### config.mk
export PLATFORM = sky130hd
export DESIGN_NAME = register_file_unit
export DESIGN_NICKNAME = d
export VERILOG_FILES = /design/src/rtl/register_file_unit.sv
export SDC_FILE = /design/constraint.sdc
export NUM_CORES = 1
export LEC_CHECK = 0
export CAP_MARGIN = 20
export CORE_MARGIN = 2
export CORE_UTILIZATION = 26
export CTS_BUF_LIST = sky130_fd_sc_hd__clkbuf_4
export CTS_CLUSTER_SIZE = 24
export DETAILED_ROUTE_END_ITERATION = 8
export GPL_ROUTABILITY_DRIVEN = 0
export GPL_TIMING_DRIVEN = 0
export PLACE_DENSITY = 0.47
export SLEW_MARGIN = 25
export SYNTH_ARGS = -nofsm -noshare
export SYNTH_HDL_FRONTEND = slang
export SYNTH_SLANG_ARGS = --single-unit
export TNS_END_PERCENT = 20
### constraint.sdc
create_clock -name clk -period 18.3 [get_ports clk]
set_input_delay 3.66 -clock clk [delete_from_list [all_inputs] [get_ports clk]]
set_output_delay 3.66 -clock clk [all_outputs]
set_load 0.05 [all_outputs]
### src/rtl/register_file_unit.sv
`default_nettype none
// ============================================================================
// register_file_unit : indexed GP/stack register file with hardware SP
// Optional STACK_GUARD_EN adds SP bounds checks against SB.  Rev 1.0
// ============================================================================
module register_file_unit #(
   parameter int WIDTH       = 16,
   parameter int NREGS       = 16,
   parameter int SELW        = 4,
   parameter int SP_IDX      = 6,
   parameter int SB_IDX      = 7,
   parameter int STACK_DEPTH = 256
) (
   input  logic             clk,
   input  logic             r,
   input  logic [WIDTH-1:0] bus_in,
   output logic [WIDTH-1:0] bus_out,
   output logic             bus_oe,
   input  logic [SELW-1:0]  rsi,
   input  logic [SELW-1:0]  rso,
   input  logic [SELW-1:0]  rd_sel_a,
   output logic [WIDTH-1:0] rd_a,
   input  logic [SELW-1:0]  rd_sel_b,
   output logic [WIDTH-1:0] rd_b,
   input  logic             sp_push,
   input  logic             sp_pop,
   output logic [WIDTH-1:0] sp_out,
   output logic [WIDTH-1:0] sb_out,
   output logic             stack_fault,
   input  logic             fault_clr
);

   localparam logic [WIDTH:0] C_DEPTH = (WIDTH+1)'(STACK_DEPTH);

   logic [WIDTH-1:0] r_regs [NREGS];
   logic [WIDTH-1:0] w_sp;
   logic [WIDTH-1:0] w_sb;
   logic [WIDTH-1:0] w_sp_next;
   logic             w_sp_wr;
   logic             w_wr_ok;

   // Code 0 is "none"; codes past the last register read as absent.
   function automatic logic sel_ok(input logic [SELW-1:0] sel);
      return (sel != '0) && (int'(sel) < NREGS);
   endfunction

   assign w_sp    = r_regs[SP_IDX];
   assign w_sb    = r_regs[SB_IDX];
   assign w_sp_wr = (rsi == SELW'(SP_IDX));
   assign w_wr_ok = sel_ok(rsi);
   assign sp_out  = w_sp;
   assign sb_out  = w_sb;

`ifdef STACK_GUARD_EN
   logic             w_fault_set;
   logic [WIDTH-1:0] w_depth_used;
   logic             r_fault;

   assign w_depth_used = w_sb - w_sp;
`endif

   always_comb begin
      w_sp_next = w_sp;
`ifdef STACK_GUARD_EN
      w_fault_set = 1'b0;
`endif
      // Simultaneous push and pop cancel; a direct SP write overrides both.
      if (!w_sp_wr && (sp_push != sp_pop)) begin
         if (sp_push) begin
            w_sp_next = w_sp - 1'b1;
`ifdef STACK_GUARD_EN
            if ({1'b0, w_depth_used} >= C_DEPTH) begin
               w_sp_next   = w_sp;
               w_fault_set = 1'b1;
            end
`endif
         end else begin
            w_sp_next = w_sp + 1'b1;
`ifdef STACK_GUARD_EN
            if (w_sp == w_sb) begin
               w_sp_next   = w_sp;
               w_fault_set = 1'b1;
            end
`endif
         end
      end
   end

   always_ff @(posedge clk or posedge r) begin
      if (r) begin
         for (int i = 0; i < NREGS; i++) r_regs[i] <= '0;
      end else begin
         r_regs[SP_IDX] <= w_sp_next;
         if (w_wr_ok) r_regs[rsi] <= bus_in;
      end
   end

`ifdef STACK_GUARD_EN
   always_ff @(posedge clk or posedge r) begin
      if (r)                r_fault <= 1'b0;
      else if (w_fault_set) r_fault <= 1'b1;
      else if (fault_clr)   r_fault <= 1'b0;
   end

   assign stack_fault = r_fault;
`else
   logic w_unused_guard;

   assign w_unused_guard = fault_clr ^ C_DEPTH[0];
   assign stack_fault    = 1'b0;
`endif

   always_comb begin
      bus_oe  = !r && sel_ok(rso);
      bus_out = '0;
      rd_a    = '0;
      rd_b    = '0;
      if (bus_oe)             bus_out = r_regs[rso];
      if (sel_ok(rd_sel_a))   rd_a    = r_regs[rd_sel_a];
      if (sel_ok(rd_sel_b))   rd_b    = r_regs[rd_sel_b];
   end

endmodule
`default_nettype wire
==> summary.md, run 1 <==
| Metric | Value |
|---|---|
| Cells on worst reg2reg path | `7` |
| Core box area | `between 0.06 and 0.07 mm2` |
| Worst slew margin | `about a quarter` |
| Setup violations, final | `0` |
| Global-route wire length before repair | `between 80000 and 90000 um` |
| Wirelength per Cell | `28.0 um` |
| Clk_lat worst skew | `0.78 ns` |
| Clock tree buffer depth | `3` |
| Die Ht | `between 200 and 300 um` |
| Run status | `complete, no violations` |
| Detailed Route Iter0 Violations | `1183` |
| Crit Path Class | `primary input to output port` |
| Comb pwr share | `approximately 43%` |
| Clock transition at path regs | `~0.06 ns` |
| Max Slew Vio Count | `0` |
| P_int | `between 0.001 and 0.0015 W` |
| Avg Cell Area, Syn | `around 13 um2` |
| Clock skew | `between 0.015 and 0.02 ns` |
| HP Class | `register to register` |
| Post-Syn Nets | `between 1000 and 1500` |
| Post-Syn Area | `about 0.016 mm2` |
| Port-buffer cells | `106` |
| GRT Overall Usage | `19.6%` |
| P&R area growth vs syn | `19.0%` |
| Startpoint type of the worst setup path | `primary input` |
| Setup TNS | `0 ns` |
| Multiplexer share of the synthesized area | `a little over two fifths` |
| P per Cell Area | `approximately 120 mW/mm2` |
| Clock root cell | `clkbuf_4` |
| EDFF count, synth | `0` |
| Detailed Place HPWL | `roughly 46000 um` |
| P_leak | `7.46 nW` |
| TritonCTS clock tree | `done` |
| DR vias/cell | `5.55` |
| Place WS | `7.04 ns` |
| Clk sink count | `between 200 and 250` |
| Synth Area in Simple Gates | `4.87%` |
| Synth Register Bits | `240` |
| Die area | `~0.064 mm2` |
| Rows | `between 90 and 100` |
| Die X | `252 um` |
| Synth Area in XOR/XNOR | `0.655%` |
| Synth Instances | `approximately 1200` |
| Unrepaired setup endpoints after global routing | `false` |
| Max Clk Rate | `roughly 87 MHz` |
| Post CTS Setup Buffer Count | `0` |
| Drt total wl | `between 60000 and 70000 um` |
| DRT antenna net count | `0` |
| Cell Area, Placed | `approximately 0.018 mm2` |
| Synth Area in Compound Gates | `under 10%` |
| DRC viols | `0` |
| Clock share of power | `between 20% and 30%` |
| YS warnings | `0` |
| Post-CTS sizing | `0` |
| Ys flop type | `dfrtp_1` |
| Maximum number of pins on one net before global-route repair | `87` |
| Maximum VDD drop | `0.0531 mV` |
| Critical path data arrival time | `7.84 ns` |
| Final worst slack | `6.80 ns` |
| Share of cells above drive strength 1 | `44.4%` |
| Top Ports | `119` |
| Filler cells | `a little over 6000` |
| Seq. cell area | `approximately 0.006 mm2` |
| Sequential share of power | `about a third` |
| Sw Ratio | `between 30% and 40%` |
| Worst-margin pin slew | `between 1 and 1.5 ns` |
| Critical Path Fanout Max | `10` |
| Sw power | `0.000946 W` |
| Period minus WS final | `11.50 ns` |
| Grt total ovfl | `0` |
| Synth Area in Adders | `approximately 1.2%` |
| Post-Layout Inst Area | `0.0191 mm2` |
| Vias in the first global route | `about 13000` |
| Period utilization | `between 60 and 70%` |
| Register area share after synthesis | `37.4%` |
| Post-synthesis async set-or-reset flop share | `100%` |
| Largest family of logic cells by synthesized area | `multiplexers` |
| H-tree levels | `3` |
| Max-Cap Viols | `0` |
| Hold Slack | `between 0.5 and 0.6 ns` |
| Net total in the final layout | `1436` |
| Netlist cell types | `58` |
| Critical Path End Type | `output port` |
| Final Hold Fails | `0` |
| DR pass1 iterations | `8` |
| Starting Density | `26.1%` |
| Via count | `12400` |
| WP data required | `14.64 ns` |
| Hold-fix buffers at CTS | `0` |
| Hold-critical path depth | `1` |
| Multi-input gate area | `roughly 0.009 mm2` |
| Initial antenna violation count | `2` |
| Total CTS buffers | `73` |
registers in the layout, indices dropped and copies added, names as in the netlist:
signal	cells
r_regs	208
sp_out	16
sb_out	16
worst paths after layout:
kind | from | endpoint | slack (ns)
min reg2reg | r_regs[180]$_DFFE_PP0P_ | r_regs[180]$_DFFE_PP0P_ | 0.54
min | r_regs[180]$_DFFE_PP0P_ | r_regs[180]$_DFFE_PP0P_ | 0.54
max reg2reg | sp_out[7]$_DFF_PP0_ | sp_out[15]$_DFF_PP0_ | 15.83
max | rso[0] | bus_out[14] | 6.80
min in group asynchronous | r | r_regs[227]$_DFFE_PP0P_ | 3.35
max in group asynchronous | r | r_regs[235]$_DFFE_PP0P_ | 13.61
cells by family after synthesis:
group                    Yosys count
AO/OA/AOI/OAI                    159
XOR/XNOR                          12
adder cells (fa/ha/maj)           15
buffers and inverters            159
flip-flops                       240
multiplexers                     466
other                              1
AND/OR/NAND/NOR                  149
power groups by stage:
stage | sequential (W) | combinational [W] | clock [W]
after global placement | 0.000816 | 0.000998 | 0
after floorplan | 0.000755 | 0.000746 | 0
final | 0.000814 | 0.00101 | 0.000549
after global routing | 0.000834 | 0.00106 | 0.000592
after CTS | 0.000812 | 0.00101 | 0.000563
after detailed placement | 0.000821 | 0.00101 | 0
stage by stage:
step	std cells	total power (W)	util [%]
after floorplan	1201	0.00150	-
after global placement	2097	0.00181	29.5
after detailed placement	2099	0.00183	29.6
after CTS	2228	0.00239	31.1
after global routing	2231	0.00249	31.1
final	2231	0.00237	31.1
layout by cell type, fill, tap and decap left out, types with 10 or more instances in the layout:
cell type,n
a211oi_1,11
a21oi_1,41
a221oi_1,26
a22o_1,16
a22oi_1,10
buf_2,52
buf_4,34
clkbuf_1,52
clkbuf_4,102
clkdlybuf4s50_1,106
clkinv_1,22
dfrtp_1,240
ha_1,14
inv_1,12
mux2_1,29
mux2_2,265
mux2i_1,12
mux4_2,160
nand2_1,29
nor2_1,40
nor2b_1,29
nor3_1,14
o31ai_1,11
xnor2_1,11
cells in the mapped netlist, types with 2 or more instances:
cell      count  area share, %
a21oi_1      41            1.3
o21ai_0       8           0.25
and2_1        2          0.078
mux4_2      160             22
nand3_1       6           0.19
xnor2_1      11           0.60
nand4_1       3           0.12
nand2_1      29           0.68
nor3_2        6           0.37
a211oi_1     11           0.51
a21o_1        5           0.23
o21bai_1      2          0.094
buf_2        51            1.6
nor3_1       14           0.44
a31oi_1       7           0.27
and3_1        2          0.078
inv_1        13           0.30
nor2b_1      29            1.1
a22o_1       16           0.87
or2_1         2          0.078
buf_1         7           0.16
mux2_2      265             19
nor2_1       41           0.96
mux2_1       29            2.0
a221oi_1     26            1.4
a211o_1       2           0.11
nor3b_1       3           0.14
dfrtp_1     240             37
nand2b_1      4           0.16
o31ai_1      11           0.51
o211ai_1      5           0.23
ha_1         14            1.1
and4_4        2           0.14
buf_4        34            1.6
o21ai_1       6           0.19
a22oi_1      10           0.47
clkbuf_1     52            1.2
mux2i_1      12           0.75
layout make-up:
cell class	count	area share [%]
clock buffer	102	4.01
inverter	13	0.295
timing repair buffer	108	5.85
multi-input combinational	802	48.4
antenna	3	0.0393
sequential	240	31.5
buffer	146	3.93
tap	790	5.18
clock inverter	27	0.826
worst max-delay path, stage by stage:
cell and delay, ns:
clkdlybuf4s50_1 0.59, buf_2 0.50, buf_2 0.56, buf_2 0.44, mux4_2 0.27, mux2i_1 0.07
a211oi_1 0.78, clkdlybuf4s50_1 0.95
metal layers:
layer | vias up | global-route usage (%) | share of wire (%)
li1 | 5089 | - | -
met1 | 6506 | 26.6 | 44
met2 | 648 | 29.9 | 45
met3 | 137 | 5.39 | 7.9
met4 | 0 | 7.27 | 3.5
met5 | - | 0 | 0
Power figures use the tool's default switching activity.
==> run 2: changes to the inputs <==
- clock period: 18.3 -> 10.76 ns (I/O delays scaled with it)
==> summary.md, run 2 (synthesis gave the netlist of run 1 again) <==
| Metric | Value |
|---|---|
| Run status | `complete, no violations` |
| P&R area growth vs syn | `20.2%` |
| Port-buffer cells | `106 (unchanged)` |
| Die Ht | `252 um (unchanged)` |
| Comb pwr share | `42.2% (-0.4 points)` |
| Critical path buffers and inverters | `5 (unchanged)` |
| Wire length on met2 | `28100 um (-0.30%)` |
| Core box area | `0.0614 mm2 (unchanged)` |
| Clock skew | `0.0324 ns (+0.0129 ns)` |
| Util after Layout | `31.4% (+0.32 points)` |
| P_leak | `7.56 nW (+1.4%)` |
| Clk_lat worst skew | `0.79 ns (about the same)` |
| Non-filler cells, final | `2240 (+0.40%)` |
| Maximum number of pins on one net before global-route repair | `32 (-63%)` |
| Vias in the first global route | `12700 (+1.3%)` |
| Max Clk Rate | `119 MHz` |
| Drt total wl | `62900 um (+0.55%)` |
| P_int | `0.00247 W (+73%)` |
| TritonCTS clock tree | `done` |
| Maximum VDD drop | `0.0856 mV (+61%)` |
| Sequential share of power | `33.9% (-0.4 points)` |
| Crit Path Class | `primary input to output port` |
| CP Cell Sequence | `clkdlybuf4s50_1 > buf_2 > buf_2 > buf_2 > a22oi_1 > nor2_1 > a211oi_1 > a211oi_1 > clkdlybuf4s50_1` |
| CP max stage delay | `0.94 ns (about the same)` |
| Post-CTS sizing | `0 (unchanged)` |
| CP top delay family | `buffers and inverters` |
| Critical path data arrival time | `6.27 ns (-1.57 ns)` |
| WP data required | `8.61 ns (-6.03 ns)` |
| CP most frequent cell | `buf_2` |
| Post CTS Setup Buffer Count | `0 (unchanged)` |
| HP Class | `register to register` |
| P per Cell Area | `212 mW/mm2 (+70%)` |
| Most common cell after layout, fill and taps aside | `mux2_2` |
| Most flop-heavy register | `r_regs` |
| Setup violations, final | `0 (unchanged)` |
| Total CTS buffers | `73 (unchanged)` |
| M1 WL | `28100 um (+3.3%)` |
| Worst-margin pin slew | `1.13 ns (+0.00785 ns)` |
| Net total in the final layout | `1443 (+0.49%)` |
| Unrepaired setup endpoints after global routing | `false` |
| Worst slew margin | `24.7% (-0.52 points)` |
| Clock tree buffer depth | `3 (unchanged)` |
| Die area | `0.0637 mm2 (unchanged)` |
| Sw Ratio | `39.5% (-0.34 points)` |
| Clk sink count | `240 (unchanged)` |
| Max Slew Vio Count | `0 (unchanged)` |
| DRC viols | `0 (unchanged)` |
| DR vias/cell | `5.51 (-0.68%)` |
| Initial antenna violation count | `1 (-1)` |
| Wirelength per Cell | `28.1 um (+0.14%)` |
| DRT antenna net count | `0 (unchanged)` |
| H-tree levels | `3 (unchanged)` |
| Rows | `91 (unchanged)` |
| Period utilization | `between 70% and 80%` |
| Critical Path Fanout Max | `10 (unchanged)` |
| Startpoint type of the worst setup path | `primary input` |
| GRT Overall Usage | `19.9% (+0.28 points)` |
| Critical Path End Type | `output port` |
| Max-Cap Viols | `0 (unchanged)` |
| Hold-fix buffers at CTS | `0 (unchanged)` |
| Clock transition at path regs | `0.06 ns (about the same)` |
| Most frequent cells in the layout | `mux2_2 (265), dfrtp_1 (240), mux4_2 (160), clkbuf_4 (106), clkdlybuf4s50_1 (106)` |
| Largest register FFs | `208 (unchanged)` |
| Routed length on met3 | `4350 um (-12%)` |
| Final Hold Fails | `0 (unchanged)` |
| Grt total ovfl | `0 (unchanged)` |
| Cell count after placement | `2106 (+0.33%)` |
| Via count | `12300 (-0.27%)` |
| Share of cells above drive strength 1 | `45.0% (+0.66 points)` |
| Detailed Place HPWL | `46300 um (+1.5%)` |
| Starting Density | `26.1% (unchanged)` |
| Period minus WS final | `8.42 ns` |
| Die X | `252 um (unchanged)` |
| Sw power | `0.00161 W (+71%)` |
| Hold Slack | `0.543 ns (+0.00515 ns)` |
| DR pass1 iterations | `7 (-1)` |
| Highest routed metal layer | `met4` |
| Clock root cell | `clkbuf_4` |
| Top Ports | `119 (unchanged)` |
| Global-route wire length before repair | `90600 um (+1.7%)` |
| Detailed Route Iter0 Violations | `1084 (-8.4%)` |
| Clock share of power | `23.9% (+0.8 points)` |
| CP max-delay cell | `clkdlybuf4s50_1` |
-- run 2: layer usage --
metal,track usage [%],vias to the layer above
li1,-,5105
met1,27.7,6561
met2,30.2,550
met3,4.30,130
met4,7.69,0
met5,0,-
-- run 2: stage by stage --
stage               instance area [um2]  worst slack (ns)  setup TNS (ns)  power, W
floorplan                         16000              2.04               0   0.00255
global placement                  18100             -1.52          -23.89   0.00309
detailed placement                18300              2.48               0   0.00312
CTS                               19300              2.47               0   0.00411
global route                      19300              2.29               0   0.00428
finish                            19300              2.34               0   0.00409
-- run 2: worst register-to-register path: cells and delay by family, from the launching register on --
| kind | cells | cell delay, ns |
|---|---|---|
| adder cells (fa/ha/maj) | 1 | 0.43 |
| AO/OA/AOI/OAI | 2 | 0.41 |
| flip-flops | 1 | 0.48 |
| AND/OR/NAND/NOR | 4 | 1.08 |
-- run 2: layout make-up --
class	count	area, um2
timing repair buffer	115	1260
fill	6179	42100
sequential	240	6010
antenna	2	5.00
clock buffer	106	796
buffer	146	751
clock inverter	26	178
multi-input combinational	802	9260
tap	790	988
inverter	13	52.6
-- run 2: final timing paths --
kind / start / endpoint / slack [ns] / cells past startpoint
worst max-delay path: rso[0] / bus_out[14] / 2.34 / 9
max in group asynchronous: r / r_regs[91]$_DFFE_PP0P_ / 7.52 / 7
worst max register to register: sp_out[7]$_DFF_PP0_ / sp_out[15]$_DFF_PP0_ / 8.28 / 7
min in group asynchronous: r / r_regs[212]$_DFFE_PP0P_ / 1.77 / 2
worst min-delay path: r_regs[176]$_DFFE_PP0P_ / r_regs[176]$_DFFE_PP0P_ / 0.54 / 1
worst min register to register: r_regs[176]$_DFFE_PP0P_ / r_regs[176]$_DFFE_PP0P_ / 0.54 / 1
-- run 2: power by group through the flow --
stage	sequential (W)	combinational (W)	clock [W]
floorplan	0.00128	0.00127	0
global placement	0.00139	0.00170	0
detailed placement	0.00140	0.00172	0
CTS	0.00138	0.00173	0.000997
global route	0.00142	0.00182	0.00104
finish	0.00139	0.00172	0.000978
==> run 3: changes to the inputs <==
- clock period: 10.76 -> 7.78 ns (I/O delays scaled with it)
==> results of run 3 <==
Same layout as run 2 (identical final DEF). Status: complete, no violations.
Among the figures that moved: setup slack after placement 2.48 ns -> 0.691 ns; setup slack after layout 2.34 ns -> 0.552 ns; register-to-register setup slack 8.28 ns -> 5.30 ns; total power 0.00409 W -> 0.00565 W; worst IR drop on VDD 0.0856 mV -> 0.118 mV
